<file path="config.mk">
export PLATFORM = sky130hd
export DESIGN_NAME = divider_seq
export DESIGN_NICKNAME = d
export VERILOG_FILES = /design/src/rtl/alu_pkg.sv /design/src/rtl/div_step.sv /design/src/rtl/divider_seq.sv
export SDC_FILE = /design/constraint.sdc
export NUM_CORES = 1
export LEC_CHECK = 0
export CORE_MARGIN = 3
export CORE_UTILIZATION = 40
export DETAILED_ROUTE_END_ITERATION = 7
export PLACE_DENSITY = 0.72
export SLEW_MARGIN = 20
export SYNTH_ARGS = -nofsm -noshare
export SYNTH_HDL_FRONTEND = slang
export SYNTH_SLANG_ARGS = --single-unit
</file>
<file path="constraint.sdc">
create_clock -name clk -period 2.15 [get_ports clk]
set_input_delay 0.43 -clock clk [delete_from_list [all_inputs] [get_ports clk]]
set_output_delay 0.43 -clock clk [all_outputs]
set_load 0.01 [all_outputs]
</file>
<file path="src/rtl/alu_pkg.sv">
// Shared ALU definitions: operand widths, divider FSM states, step counter width.
package alu_pkg;

    localparam int unsigned DIVIDEND_W = 7;
    localparam int unsigned DIVISOR_W  = 4;
    localparam int unsigned CNT_W      = $clog2(DIVIDEND_W);

    typedef enum logic [1:0] {
        ST_IDLE = 2'd0,
        ST_RUN  = 2'd1,
        ST_DONE = 2'd2
    } div_state_e;

endpackage

</file>
<file path="src/rtl/div_step.sv">
// One restoring-division cell: shift in the next dividend bit, compare, conditionally subtract.
module div_step #(
    parameter int unsigned DIVISOR_W = 4
) (
    input  logic [DIVISOR_W:0]   pr_i,
    input  logic                 bit_i,
    input  logic [DIVISOR_W-1:0] divisor_i,
    output logic [DIVISOR_W:0]   pr_c_o,
    output logic                 q_c_o
);

    logic [DIVISOR_W:0] t_c;
    logic [DIVISOR_W:0] dsr_ext_c;
    logic               pr_msb_unused;

    // After a restoring step the partial remainder fits in DIVISOR_W bits, so its MSB is never shifted out.
    assign pr_msb_unused = pr_i[DIVISOR_W];

    // Trial subtraction at DIVISOR_W+1 bits; a zero divisor always succeeds.
    always_comb begin
        t_c       = {pr_i[DIVISOR_W-1:0], bit_i};
        dsr_ext_c = {1'b0, divisor_i};
        q_c_o     = (t_c >= dsr_ext_c);
        pr_c_o    = q_c_o ? (t_c - dsr_ext_c) : t_c;
    end

endmodule

</file>
<file path="src/rtl/divider_seq.sv">
// Sequential restoring divider, one quotient bit per clock, start/busy/done handshake.
// Optional DIVIDER_DZ_CHECK_EN: zero divisor short-circuits to DONE and raises dz.
module divider_seq #(
    parameter int unsigned DIVIDEND_W = alu_pkg::DIVIDEND_W,
    parameter int unsigned DIVISOR_W  = alu_pkg::DIVISOR_W
) (
    input  logic                  clk,
    input  logic                  rst,
    input  logic                  start,
    input  logic [DIVIDEND_W-1:0] dividend,
    input  logic [DIVISOR_W-1:0]  divisor,
    output logic [DIVIDEND_W-1:0] quotient,
    output logic [DIVISOR_W-1:0]  remainder,
    output logic                  busy,
    output logic                  done,
    output logic                  dz
);

    import alu_pkg::*;

    localparam int unsigned CNT_LW = $clog2(DIVIDEND_W);

    div_state_e            state_q, state_d;
    logic [DIVIDEND_W-1:0] dvd_q, dvd_d;
    logic [DIVISOR_W-1:0]  dsr_q, dsr_d;
    logic [DIVISOR_W:0]    pr_q, pr_d;
    logic [CNT_LW-1:0]     cnt_q, cnt_d;
    logic [DIVIDEND_W-1:0] quo_q, quo_d;
    logic [DIVISOR_W-1:0]  rem_q, rem_d;
    logic                  busy_q, busy_d;
    logic                  done_q, done_d;
    logic                  dz_q, dz_d;
    logic [DIVISOR_W:0]    step_pr_c;
    logic                  step_q_c;

    div_step #(
        .DIVISOR_W (DIVISOR_W)
    ) u_step (
        .pr_i      (pr_q),
        .bit_i     (dvd_q[DIVIDEND_W-1]),
        .divisor_i (dsr_q),
        .pr_c_o    (step_pr_c),
        .q_c_o     (step_q_c)
    );

    // State and datapath registers; dvd_q doubles as the quotient shift register.
    always_ff @(posedge clk or posedge rst) begin
        if (rst) begin
            state_q <= ST_IDLE;
            dvd_q   <= '0;
            dsr_q   <= '0;
            pr_q    <= '0;
            cnt_q   <= '0;
            quo_q   <= '0;
            rem_q   <= '0;
            busy_q  <= 1'b0;
            done_q  <= 1'b0;
            dz_q    <= 1'b0;
        end else begin
            state_q <= state_d;
            dvd_q   <= dvd_d;
            dsr_q   <= dsr_d;
            pr_q    <= pr_d;
            cnt_q   <= cnt_d;
            quo_q   <= quo_d;
            rem_q   <= rem_d;
            busy_q  <= busy_d;
            done_q  <= done_d;
            dz_q    <= dz_d;
        end
    end

    // Next-state, datapath update and registered-output decode.
    always_comb begin
        state_d = state_q;
        dvd_d   = dvd_q;
        dsr_d   = dsr_q;
        pr_d    = pr_q;
        cnt_d   = cnt_q;
        quo_d   = quo_q;
        rem_d   = rem_q;
        dz_d    = 1'b0;

        unique case (state_q)
            ST_IDLE: begin
                if (start) begin
                    dvd_d   = dividend;
                    dsr_d   = divisor;
                    pr_d    = '0;
                    cnt_d   = CNT_LW'(DIVIDEND_W - 1);
                    state_d = ST_RUN;
`ifdef DIVIDER_DZ_CHECK_EN
                    if (divisor == '0) begin
                        state_d = ST_DONE;
                        quo_d   = '1;
                        rem_d   = dividend[DIVISOR_W-1:0];
                        dz_d    = 1'b1;
                    end
`endif
                end
            end
            ST_RUN: begin
                dvd_d = {dvd_q[DIVIDEND_W-2:0], step_q_c};
                pr_d  = step_pr_c;
                if (cnt_q == '0) begin
                    state_d = ST_DONE;
                    quo_d   = {dvd_q[DIVIDEND_W-2:0], step_q_c};
                    rem_d   = step_pr_c[DIVISOR_W-1:0];
                end else begin
                    cnt_d = cnt_q - CNT_LW'(1);
                end
            end
            ST_DONE: begin
                state_d = ST_IDLE;
            end
            default: begin
                state_d = ST_IDLE;
            end
        endcase

        busy_d = (state_d != ST_IDLE);
        done_d = (state_d == ST_DONE);
    end

    assign quotient  = quo_q;
    assign remainder = rem_q;
    assign busy      = busy_q;
    assign done      = done_q;
    assign dz        = dz_q;

endmodule

</file>
# --- Word level (Yosys, flattened, before mapping) ---
# Index checks and enable logic that the tools add are counted.
op_classes:
  addsub: 2
  n_mul: 0
  div: 0
  n_lt_le_gt_ge: 1
  eq_ne: 4
  n_shift: 0
  mux: 11
  bitwise_logic: 0
  reduce_logical: 8
op_table:
  columns: ["cell", "count"]
  rows:
  - ["$pmux 7 s2", 1]
  - ["$mux 4", 2]
  - ["$pmux 4 s2", 1]
  - ["$mux 7", 1]
  - ["$mux 3", 2]
  - ["$pmux 3 s2", 1]
  - ["$reduce_and 2->1", 3]
  - ["$ge 5x4->1", 1]
  - ["$mux 2", 2]
  - ["$ne 2x2->1 const B", 2]
  - ["$pmux 2 s2", 1]
  - ["$reduce_bool 2->1", 2]
  - ["$sub 4x4->4", 1]
  - ["$logic_not 3->1", 1]
  - ["$reduce_and 3->1", 1]
  - ["$sub 3x1->3 const B", 1]
  - ["$eq 2x1->1 const B", 1]
  - ["$eq 2x2->1 const B", 1]
  - ["$logic_not 2->1", 1]
word_totals:
  register_bits: 33
  latch_bits: 0
  ramBits: 0
  romBits: 0
  input_bits: 14
  output_inout_bits: 14
  wordCells: 35
  n_memories: 0

# --- Logic depth before layout (Yosys ltp) ---
# Gate-level depths: netlist of the first run.
depth:
  word_depth: 4
  ltp_mapped: 7

# --- Cells and area by module ---
# A second synthesis of the first run with hierarchy kept.
unflattened:
  cells_unflattened: 146
  hier_area_um2: 1669.1
by_module_without_submodules:
  columns: ["module", "instances", "cells_per_inst", "area_per_inst_um2", "seq_area_each_um2"]
  rows:
  - ["divider_seq", 1, 111, 1421.4, 850.8]
  - ["div_step", 1, 35, 247.7, 0.0]

# --- Worst setup path after synthesis of the first run ---
# Ideal clock, no wire load.
synth_path:
  kind: "register to register"
  start: "register dsr_q[0]"
  end: "register pr_q[2]"
  t_arrival_ps: 1853
  slack_ps: 171
  stages_incl_launch_ff: 6
  path_buffers: 0
  synth_period_minus_slack_ps: 1979
  cell_sequence: "dfrtp_1 ha_1 or2b_2 a2111oi_4 and4b_1 a311o_1"
synth_between:
  elab_chain_cells: 3
  word_cells_on_any_way: 4
synth_lines:
  columns: ["item", "line", "rtl"]
  rows:
  - ["from (decl)", "divider_seq.sv:25", "logic [DIVISOR_W-1:0] dsr_q, dsr_d;"]
  - ["from (signal assigned)", "divider_seq.sv:62", "dsr_q <= dsr_d;"]
  - ["$sub 4x4->4 or $ge 5x4->1 (tied branches)", "div_step.sv:24, div_step.sv:23", null]
  - ["$mux 4 (*)", "div_step.sv:24", "pr_c_o = q_c_o ? (t_c - dsr_ext_c) : t_c;"]
  - ["$pmux 4 s2 (*)", "divider_seq.sv:84", "unique case (state_q)"]
  - ["to (signal assigned)", "divider_seq.sv:63", "pr_q <= pr_d;"]
  - ["to (decl)", "divider_seq.sv:26", "logic [DIVISOR_W:0] pr_q, pr_d;"]
# Every way passes the cells marked *; elsewhere a longest branch is shown, timed or not.
# A chain may end at the register's enable or synchronous reset.

# --- Worst setup path after layout of the first run ---
# Same ends and word-level chain as after synthesis.

==> results of run 1 <==
## metrics by stage
step	util, %	std cells	worst slack [ps]
finish	55.2	251	180
global placement	52.1	243	189
floorplan	-	170	171
detailed placement	52.1	243	150
CTS	55.2	251	129
global route	55.2	251	49.9
## placed cells by master, fill, tap and decap left out, types with 2 or more instances in the layout
master,netlist,layout
a21oi_1,9,9
ha_1,6,6
nor3b_1,3,3
o31ai_1,6,6
nand2_1,32,32
o21bai_1,3,3
clkdlybuf4s50_1,0,26
dfrtp_1,33,33
a22oi_1,3,3
inv_1,11,11
and3b_1,3,3
nand3_1,4,4
clkbuf_8,0,6
nor2_1,2,2
buf_4,1,6
nand2b_1,3,3
o21ai_0,13,13
a211oi_1,3,3
nor2b_1,6,6
## worst min-delay path, cell delays in order, from the launching register on
cell	delay, ps
dfrtp_1	340
nand2_1	50
nand2_1	50
## registers in the layout, indices dropped and copies added (netlist names), 2 cells and up
name,cells
remainder,4
state_q,2
quotient,7
dsr_q,4
dvd_q,7
pr_q,4
cnt_q,3
## cell families (layout without fill, tap and decap cells)
family | after synthesis | count (layout) | synth area share, %
AND/OR/NAND/NOR | 64 | 64 | 20.4
AO/OA/AOI/OAI | 44 | 44 | 17.9
flip-flops | 33 | 33 | 49.5
buffers and inverters | 19 | 52 | 4.95
adder cells (fa/ha/maj) | 7 | 7 | 5.71
other | 1 | 1 | 0.225
XOR/XNOR | 1 | 1 | 0.526
multiplexers | 1 | 1 | 0.676
## per-layer routing
metal	routed length, um	GRT usage [%]	up-vias
li1	-	-	650
met1	1670	20.0	630
met2	1590	23.5	26
met3	163	3.84	8
met4	63	6.26	0
met5	0	0	-
## final cells by class
| type | instances | area share [%] |
|---|---|---|
| clock buffers | 7 | 4.09 |
| repair buffers | 32 | 14.5 |
| inverters | 12 | 2.13 |
| flip-flops and latches | 33 | 39.1 |
| well taps | 48 | 2.85 |
| clock inverters | 1 | 1.42 |
| multi-input cells | 118 | 35.9 |
## report_power, final
part	internal (mW)	switching (mW)	leakage, nW
Combinational	0.852	0.940	0.494
Sequential	0.924	0.223	0.403
Clock	0.378	0.220	0.0585
Total	2.15	1.38	0.955
## how the worst max path moves through the flow
stage / slack, ps / cells past startpoint / from / end
5_1_grt: 50 / 7 / dvd_q[6] / pr_q[0]
3_5_place_dp: 150 / 6 / dsr_q[0] / pr_q[1]
3_3_place_gp: 190 / 5 / dsr_q[0] / pr_q[2]
4_1_cts: 130 / 6 / dsr_q[0] / pr_q[0]
2_1_floorplan: 170 / 5 / dsr_q[0] / pr_q[2]
6_report: 180 / 6 / dsr_q[0] / pr_q[2]
==> summary.md, run 1 <==
| Metric | Value |
|---|---|
| Number of synthesized flops with an enable pin | `0` |
| Clock sink count | `33` |
| Share of cells above drive strength 1 | `a little under a tenth` |
| Top cell type's share of synthesized area | `between 40% and 50%` |
| Die ar. | `between 4000 and 5000 um2` |
| # resized after CTS | `0` |
| TritonCTS Buffers | `5` |
| Worst Tran Pin Value | `approximately 560 ps` |
| Final Hold Fails | `0` |
| Area Growth Syn to Fin | `26.7%` |
| Cell variety after synth | `43` |
| FMAX | `~500 MHz` |
| First-pass GRT wire length | `between 6000 and 7000 um` |
| Critical path class | `flop to flop` |
| Main synth FF type | `dfrtp_1` |
| Number of buffers added on ports | `26` |
| Syn Nets | `roughly 190` |
| Post-Place Cell Area | `between 1500 and 2000 um2` |
| Cell family with most CP delay | `adder cells` |
| CTS Hold Bufs | `0` |
| Nets | `~220` |
| Most common cell in the netlist | `dfrtp_1` |
| Die X-Extent | `roughly 71 um` |
| Reg-to-reg slack, setup | `~180 ps` |
| Maximum fanout along the worst path | `4` |
| Yosys warnings | `0` |
| Vias per std cell | `between 5 and 6` |
| Ant. Diodes | `0` |
| Synth area leaders | `dfrtp_1 (50%), nand2_1 (7.2%), ha_1 (4.5%)` |
| Cells after Synth | `170` |
| Syn Area/Cell | `~10 um2` |
| Seq/Total Area, Yosys | `between 40% and 50%` |
| Relative slew slack | `about 63%` |
| Number of synthesized register bits | `33` |
| CP arrival | `between 2000 and 2500 ps` |
| 1st-pass router iterations | `4` |
| Startpoint types | `flop` |
| Global Route Usage Sum | `approximately 15%` |
| Hold Path Sink | `quotient[3]` |
| Final antenna-violating net count | `0` |
| CTS Buffer Depth | `2` |
| Clk pin slew, worst setup/hold paths | `~70 ps` |
| Vias in the first global route | `between 1000 and 1500` |
| Max Cap Viol | `0` |
| Critical path's slowest cell | `fa_1` |
| Hold depth | `2` |
| Crit path buf inv count | `0` |
| CP Data Required Time | `around 2400 ps` |
| Post-synth top area cell | `dfrtp_1` |
| Worst hold slack | `about 480 ps` |
| Post-synth ARST share | `100%` |
| Final min period | `a little under 2000 ps` |
| WL/cell | `~14 um` |
| Worst r2r src | `dsr_q[0]` |
| Die height | `between 70 and 80 um` |
| Peak VDD IR | `slightly below 800 uV` |
| Depth of the most critical reg-to-reg path | `6` |
| Most frequent cells after synthesis | `dfrtp_1 (33), nand2_1 (32), o21ai_0 (13)` |
| RePlAce Congestion | `about 0.90` |
| CP peak stage delay | `around 400 ps` |
| Largest net degree at the start of global routing | `34` |
| Register area | `slightly above 800 um2` |
| RSZ-0062 raised after global routing | `no` |
| Cell area after layout | `roughly 2100 um2` |
| Core ar. | `3830 um2` |
| Setup Buffers After CTS | `0` |
| Drt first-iter violations | `74` |
| Final period util | `~92%` |
| WL final | `3490 um` |
| Total gr overflow | `0` |
| Initial antenna violation count | `0` |
| Clk_skew | `between 7 and 8 ps` |
| Setup violations, final | `0` |
| Post-Syn Area | `roughly 1700 um2` |
| LEAKAGE | `0.955 nW` |
| Starting Density | `between 40% and 50%` |
| Residual DRC | `0` |
| Area of the multi-input gates | `between 700 and 800 um2` |
| Via count | `around 1300` |
| CP Capture Type | `flop` |
| Post-DP HPWL | `approximately 2600 um` |
| Io pins | `28` |
| # fillers | `355` |
| Worst hold start | `quotient[3]` |
| Pwr Density | `between 1500 and 2000 nW/um2` |
| Skew-Pair Late Insertion Delay | `280 ps` |
| Total power | `approximately 3.5 mW` |
| CTS Root Buffer Type | `clkbuf_8` |
| HP Class | `flop to flop` |
| H-tree depth | `2` |
| Slew Limit Fails | `0` |
| Crit-path cells | `ha_1 -> fa_1 -> or2_2 -> o21ai_0 -> and4b_1 -> a311o_1` |
| Setup TNS Final | `0 ps` |
| Status | `finished, final reports clean` |
| Std-Cell Rows | `22` |
| Critical R2R Capture | `pr_q[2]` |
| CTS tree | `done` |
No activity file was read; power rests on OpenSTA's default activity.
==> run 2: changes to the inputs <==
--- a/config.mk
+++ b/config.mk
@@ -6,10 +6,11 @@
 export NUM_CORES = 1
 export LEC_CHECK = 0
 export CORE_MARGIN = 3
-export CORE_UTILIZATION = 40
+export CORE_UTILIZATION = 35
 export DETAILED_ROUTE_END_ITERATION = 7
-export PLACE_DENSITY = 0.72
+export PLACE_DENSITY = 0.65
 export SLEW_MARGIN = 20
 export SYNTH_ARGS = -nofsm -noshare
 export SYNTH_HDL_FRONTEND = slang
+export SYNTH_HIERARCHICAL = 1
 export SYNTH_SLANG_ARGS = --single-unit
==> run 2 against run 1 <==
Routed wire length decreased by 2.9%. Sequential power about the same. Clock-buffer cell count increased by 1. Largest power group unchanged.
==> summary.md, run 2 <==
| Metric | Value |
|---|---|
| Status | `finished, final reports clean (unchanged)` |
| Nets | `191 (was 223)` |
| CP Capture Type | `flop (unchanged)` |
| RePlAce Congestion | `0.885 (was 0.900)` |
| CP peak stage delay | `400 ps (about the same)` |
| Critical path's slowest cell | `dfrtp_1 (was fa_1)` |
| Via count | `1129 (was 1314)` |
| Startpoint types | `flop (unchanged)` |
| Max Cap Viol | `0 (unchanged)` |
| CTS Root Buffer Type | `clkbuf_8 (unchanged)` |
| FMAX | `539 MHz (was 508 MHz)` |
| Most frequent cells in the layout | `dfrtp_1 (33), clkdlybuf4s50_1 (26), mux2_2 (15) (was dfrtp_1 (33), nand2_1 (32), clkdlybuf4s50_1 (26))` |
| Post-DP HPWL | `2510 um (was 2590 um)` |
| WL final | `3390 um (was 3490 um)` |
| CTS tree | `done (unchanged)` |
| Vias in the first global route | `1228 (was 1290)` |
| Pre-CTS setup slack | `150 ps (about the same)` |
| Sw Pwr | `1.24 mW (was 1.38 mW)` |
| Setup TNS Final | `0 ps (unchanged)` |
| Number of buffers added on ports | `26 (unchanged)` |
| WL/cell | `15.3 um (was 13.9 um)` |
| Ant. Diodes | `0 (unchanged)` |
| Final core occ | `47.9% (was 55.2%)` |
| First-pass GRT wire length | `5990 um (was 6020 um)` |
| HP Class | `flop to flop (unchanged)` |
| CTS Buffer Depth | `2 (unchanged)` |
| Vias per std cell | `5.11 (was 5.24)` |
| Drt first-iter violations | `81 (was 74)` |
| Initial antenna violation count | `0 (unchanged)` |
| Final period util | `86.2% (was 91.6%)` |
| Die height | `73.6 um (was 70.6 um)` |
| Syn Area/Cell | `11.7 um2 (was 9.80 um2)` |
| Starting Density | `38.1% (was 43.6%)` |
| 1st-pass router iterations | `4 (unchanged)` |
| Global Route Usage Sum | `14.9% (was 15.0%)` |
| Area Growth Syn to Fin | `25.6% (was 26.7%)` |
| Crit path buf inv count | `0 (unchanged)` |
| Maximum fanout along the worst path | `4 (unchanged)` |
| Worst setup margin | `296 ps (was 180 ps)` |
| Io pins | `28 (unchanged)` |
| Cell Int Power | `2.10 mW (was 2.15 mW)` |
| Clk pin slew, worst setup/hold paths | `60 ps (was 70 ps)` |
| Slew Limit Fails | `0 (unchanged)` |
| Pwr Density | `1660 nW/um2 (was 1680 nW/um2)` |
| # resized after CTS | `0 (unchanged)` |
| CTS Hold Bufs | `0 (unchanged)` |
| TritonCTS Buffers | `5 (unchanged)` |
| Setup Buffers After CTS | `0 (unchanged)` |
| Syn Nets | `158 (was 191)` |
| Clock sink count | `33 (unchanged)` |
| RSZ-0062 raised after global routing | `no (unchanged)` |
| Crit-path cells | `ha_1 -> nand4_1 -> nand2_2 -> nor2_4 -> mux2_4 -> mux2_2 (was ha_1 -> fa_1 -> or2_2 -> o21ai_0 -> and4b_1 -> a311o_1)` |
| Worst hold slack | `485 ps (was 475 ps)` |
| Cells after Synth | `137 (was 170)` |
| Total gr overflow | `0 (unchanged)` |
| Final min period | `1850 ps (was 1970 ps)` |
| Sequential Power Share | `34.0% (was 32.4%)` |
| Clk_skew | `4.42 ps (was 7.97 ps)` |
| Peak VDD IR | `593 uV (was 791 uV)` |
| Combinational share of power | `52.9% (was 50.7%)` |
| Setup violations, final | `0 (unchanged)` |
| Clock share of power | `13.1% (was 16.9%)` |
| Cell family with most CP delay | `multiplexers (was adder cells)` |
| Post-Syn Area | `1600 um2 (was 1670 um2)` |
| Std-Cell Rows | `23 (was 22)` |
| Share of cells above drive strength 1 | `18.7% (was 9.36%)` |
| Core ar. | `4200 um2 (was 3830 um2)` |
| Final Hold Fails | `0 (unchanged)` |
| Final antenna-violating net count | `0 (unchanged)` |
| CP Data Required Time | `2320 ps (was 2370 ps)` |
| Residual DRC | `0 (unchanged)` |
| Yosys warnings | `6 (was 0)` |
| Largest net degree at the start of global routing | `34 (unchanged)` |
| Switching Share | `37.1% (was 39.1%)` |
| Critical path class | `flop to flop (unchanged)` |
| Commonest non-fill, non-tap cell in the layout | `dfrtp_1 (unchanged)` |
| Skew-Pair Late Insertion Delay | `280 ps (about the same)` |
| Die X-Extent | `73.6 um (was 70.6 um)` |
| Die ar. | `5420 um2 (was 4980 um2)` |
| CP arrival | `2020 ps (was 2190 ps)` |
| LEAKAGE | `0.895 nW (was 0.955 nW)` |
| H-tree depth | `2 (unchanged)` |
[run 2: metrics by stage]
| step | area (um2) | total power [mW] | std cells |
|---|---|---|---|
| finish | 2010 | 3.33 | 221 |
| global route | 2010 | 3.64 | 221 |
| CTS | 2010 | 3.38 | 221 |
| detailed placement | 1930 | 2.92 | 213 |
| global placement | 1930 | 2.83 | 213 |
| floorplan | 1600 | 2.33 | 137 |
[run 2: final timing paths]
check                         start           end  slack, ps  cells past startpoint
min in group asynchronous       rst          busy        540                      3
setup reg to reg            pr_q[1]  remainder[2]        300                      6
setup / recovery            pr_q[1]  remainder[2]        300                      6
hold / removal             dvd_q[6]      dvd_q[6]        480                      2
max in group asynchronous       rst   quotient[6]       1310                      3
hold reg to reg            dvd_q[6]      dvd_q[6]        480                      2
[run 2: power groups by stage]
stage	Clock, mW	Combinational [mW]	Sequential, mW
final	0.436	1.76	1.13
after global routing	0.484	1.97	1.18
after CTS	0.460	1.78	1.14
after detailed placement	0	1.77	1.15
after global placement	0	1.70	1.14
after floorplan	0	1.19	1.14
[run 2: routing by layer]
layer / share of wire, % / up-vias / global-route usage, %
met5: 0 / - / 0
met4: 1.5 / 0 / 6.64
met3: 5.0 / 6 / 4.79
met2: 48 / 30 / 22.7
met1: 45 / 555 / 19.2
li1: - / 538 / -
[run 2: worst min-delay path, delay by kind of cell (launching register included)]
kind / cells / cell delay, ps
and+or+nand+nor: 1 / 50
AOI/OAI and AO/OA: 1 / 60
DFF: 1 / 340
[run 2: final cells by class]
class / instances / area, um2
Fill cell: 397 / 2190
Multi-Input combinational cell: 87 / 697
Tap cell: 50 / 62.6
Timing Repair Buffer: 32 / 305
Clock buffer: 8 / 80.1
Sequential cell: 33 / 826
Inverter: 11 / 41.3
==> run 3: changes to the inputs <==
--- a/config.mk
+++ b/config.mk
@@ -9,6 +9,7 @@
 export CORE_UTILIZATION = 35
 export DETAILED_ROUTE_END_ITERATION = 7
 export PLACE_DENSITY = 0.65
+export RECOVER_POWER = 25
 export SLEW_MARGIN = 20
 export SYNTH_ARGS = -nofsm -noshare
 export SYNTH_HDL_FRONTEND = slang
==> run 3 against run 2 <==
Routed wire length rose by 0.32%. Global-route usage did not move. Final area down 0.12%. Maximum frequency about the same. Setup slack barely moved. Flip-flop and latch count stayed put. Cell count is the same. First-iteration DRC count is 3.7% lower. Clock power about the same. Sequential power hardly changed. Largest cell class unchanged. Largest power group unchanged.
==> summary.md, run 3 (synthesis gave the netlist of run 2 again) <==
| Metric | Value |
|---|---|
| Maximum fanout along the worst path | `4 (unchanged)` |
| Via count | `1135 (was 1129)` |
| Most frequent cells in the layout | `dfrtp_1 (33), clkdlybuf4s50_1 (25), mux2_2 (15) (was dfrtp_1 (33), clkdlybuf4s50_1 (26), mux2_2 (15))` |
| Startpoint types | `flop (unchanged)` |
| Std-Cell Rows | `23 (unchanged)` |
| Vias in the first global route | `1228 (unchanged)` |
| CTS Buffer Depth | `2 (unchanged)` |
| Initial antenna violation count | `0 (unchanged)` |
| Pwr Density | `1660 nW/um2 (about the same)` |
| Dpl cells | `213 (unchanged)` |
| Die ar. | `5420 um2 (unchanged)` |
| Clock sink count | `33 (unchanged)` |
| CTS Root Buffer Type | `clkbuf_8 (unchanged)` |
| Finished Layout Cells | `221 (unchanged)` |
| RSZ-0062 raised after global routing | `no (unchanged)` |
| LEAKAGE | `0.895 nW (about the same)` |
| Max Cap Viol | `0 (unchanged)` |
| CP Capture Type | `flop (unchanged)` |
| Clk_skew | `4.37 ps (was 4.42 ps)` |
| Final period util | `86.2% (about the same)` |
| # fillers | `398 (was 397)` |
| Worst hold slack | `485 ps (about the same)` |
| Vias per std cell | `5.14 (was 5.11)` |
| CP arrival | `2020 ps (about the same)` |
| CTS tree | `done (unchanged)` |
| RePlAce Congestion | `0.885 (unchanged)` |
| WL final | `3400 um (was 3390 um)` |
| Final antenna-violating net count | `0 (unchanged)` |
| Final min period | `1850 ps (about the same)` |
| Critical path class | `flop to flop (unchanged)` |
| Clk pin slew, worst setup/hold paths | `60 ps (about the same)` |
| Peak VDD IR | `593 uV (about the same)` |
| HP Class | `flop to flop (unchanged)` |
| H-tree depth | `2 (unchanged)` |
| TritonCTS Buffers | `5 (unchanged)` |
| Largest net degree at the start of global routing | `34 (unchanged)` |
| Setup Buffers After CTS | `0 (unchanged)` |
| CTS Hold Bufs | `0 (unchanged)` |
| Commonest non-fill, non-tap cell in the layout | `dfrtp_1 (unchanged)` |
| Worst Tran Pin Value | `827 ps` |
| # resized after CTS | `0 (unchanged)` |
| Share of cells above drive strength 1 | `18.7% (unchanged)` |
| Setup violations, final | `0 (unchanged)` |
| FMAX | `539 MHz (about the same)` |
| Nets | `191 (unchanged)` |
| Post-Place Cell Area | `1930 um2 (unchanged)` |
| Slew Limit Fails | `0 (unchanged)` |
| Setup TNS Final | `0 ps (unchanged)` |
| Post-DP HPWL | `2510 um (unchanged)` |
| Starting Density | `38.1% (unchanged)` |
| Number of buffers added on ports | `26 (unchanged)` |
| Residual DRC | `0 (unchanged)` |
| Ant. Diodes | `0 (unchanged)` |
| Final Hold Fails | `0 (unchanged)` |
| Relative slew slack | `44.8%` |
| Drt first-iter violations | `78 (was 81)` |
| 1st-pass router iterations | `4 (unchanged)` |
| Io pins | `28 (unchanged)` |
| WL/cell | `15.4 um (was 15.3 um)` |
| Core ar. | `4200 um2 (unchanged)` |
| Global Route Usage Sum | `14.9% (unchanged)` |
| Total gr overflow | `0 (unchanged)` |
| Die height | `73.6 um (unchanged)` |
| Status | `finished, final reports clean (unchanged)` |
| First-pass GRT wire length | `5990 um (unchanged)` |
| CP Data Required Time | `2320 ps (about the same)` |
| Die X-Extent | `73.6 um (unchanged)` |
| Cell area after layout | `2010 um2 (about the same)` |
| Area Growth Syn to Fin | `25.5% (was 25.6%)` |
| Skew-Pair Late Insertion Delay | `280 ps (about the same)` |
[run 3: cell types whose count changed in the layout (fill, tap and decap cells not counted)]
cell	previous run	this run
dlygate4sd3_1	0	1
clkdlybuf4s50_1	26	25
clkbuf_2	0	1
buf_4	6	5
[run 3: where the power goes]
group | internal [mW] | switching (mW)
registers | 0.932 | 0.203
clock network | 0.230 | 0.206
logic | 0.935 | 0.830
[run 3: worst max-delay path, stage by stage, from the launching register on]
cell and delay [ps]:
dfrtp_1 400, ha_1 370, nand4_1 120, nand2_2 80
nor2_4 180, mux2_4 320, mux2_2 260
[run 3: area by class of cell]
type                       instances  area, um2  area share, %
tap                               50       62.6           3.11
sequential                        33        826           41.1
inverter                          11       41.3           2.05
multi-input combinational         87        697           34.7
clock buffer                       8       80.1           3.99
timing repair buffer              32        303           15.1
[run 3: routing by layer]
metal	routed length [um]	global-route usage, %
met2	1650	22.7
met3	187	4.79
met4	51	6.64
met5	0	0
met1	1520	19.2
[run 3: worst paths after layout]
kind                       slack [ps]      endpoint  cells past startpoint     start
max                               300  remainder[2]                      6   pr_q[1]
min                               480      dvd_q[6]                      2  dvd_q[6]
max reg2reg                       300  remainder[2]                      6   pr_q[1]
min reg2reg                       480      dvd_q[6]                      2  dvd_q[6]
max in group asynchronous         800   quotient[6]                      3       rst
min in group asynchronous         830          busy                      3       rst
[run 3: stage by stage]
step | total power [mW] | worst slack (ps) | utilization (%)
detailed placement | 2.92 | 150 | 46.0
global route | 3.64 | 209 | 47.8
CTS | 3.38 | 284 | 47.9
global placement | 2.83 | 260 | 46.0
finish | 3.33 | 296 | 47.8
floorplan | 2.33 | 398 | -
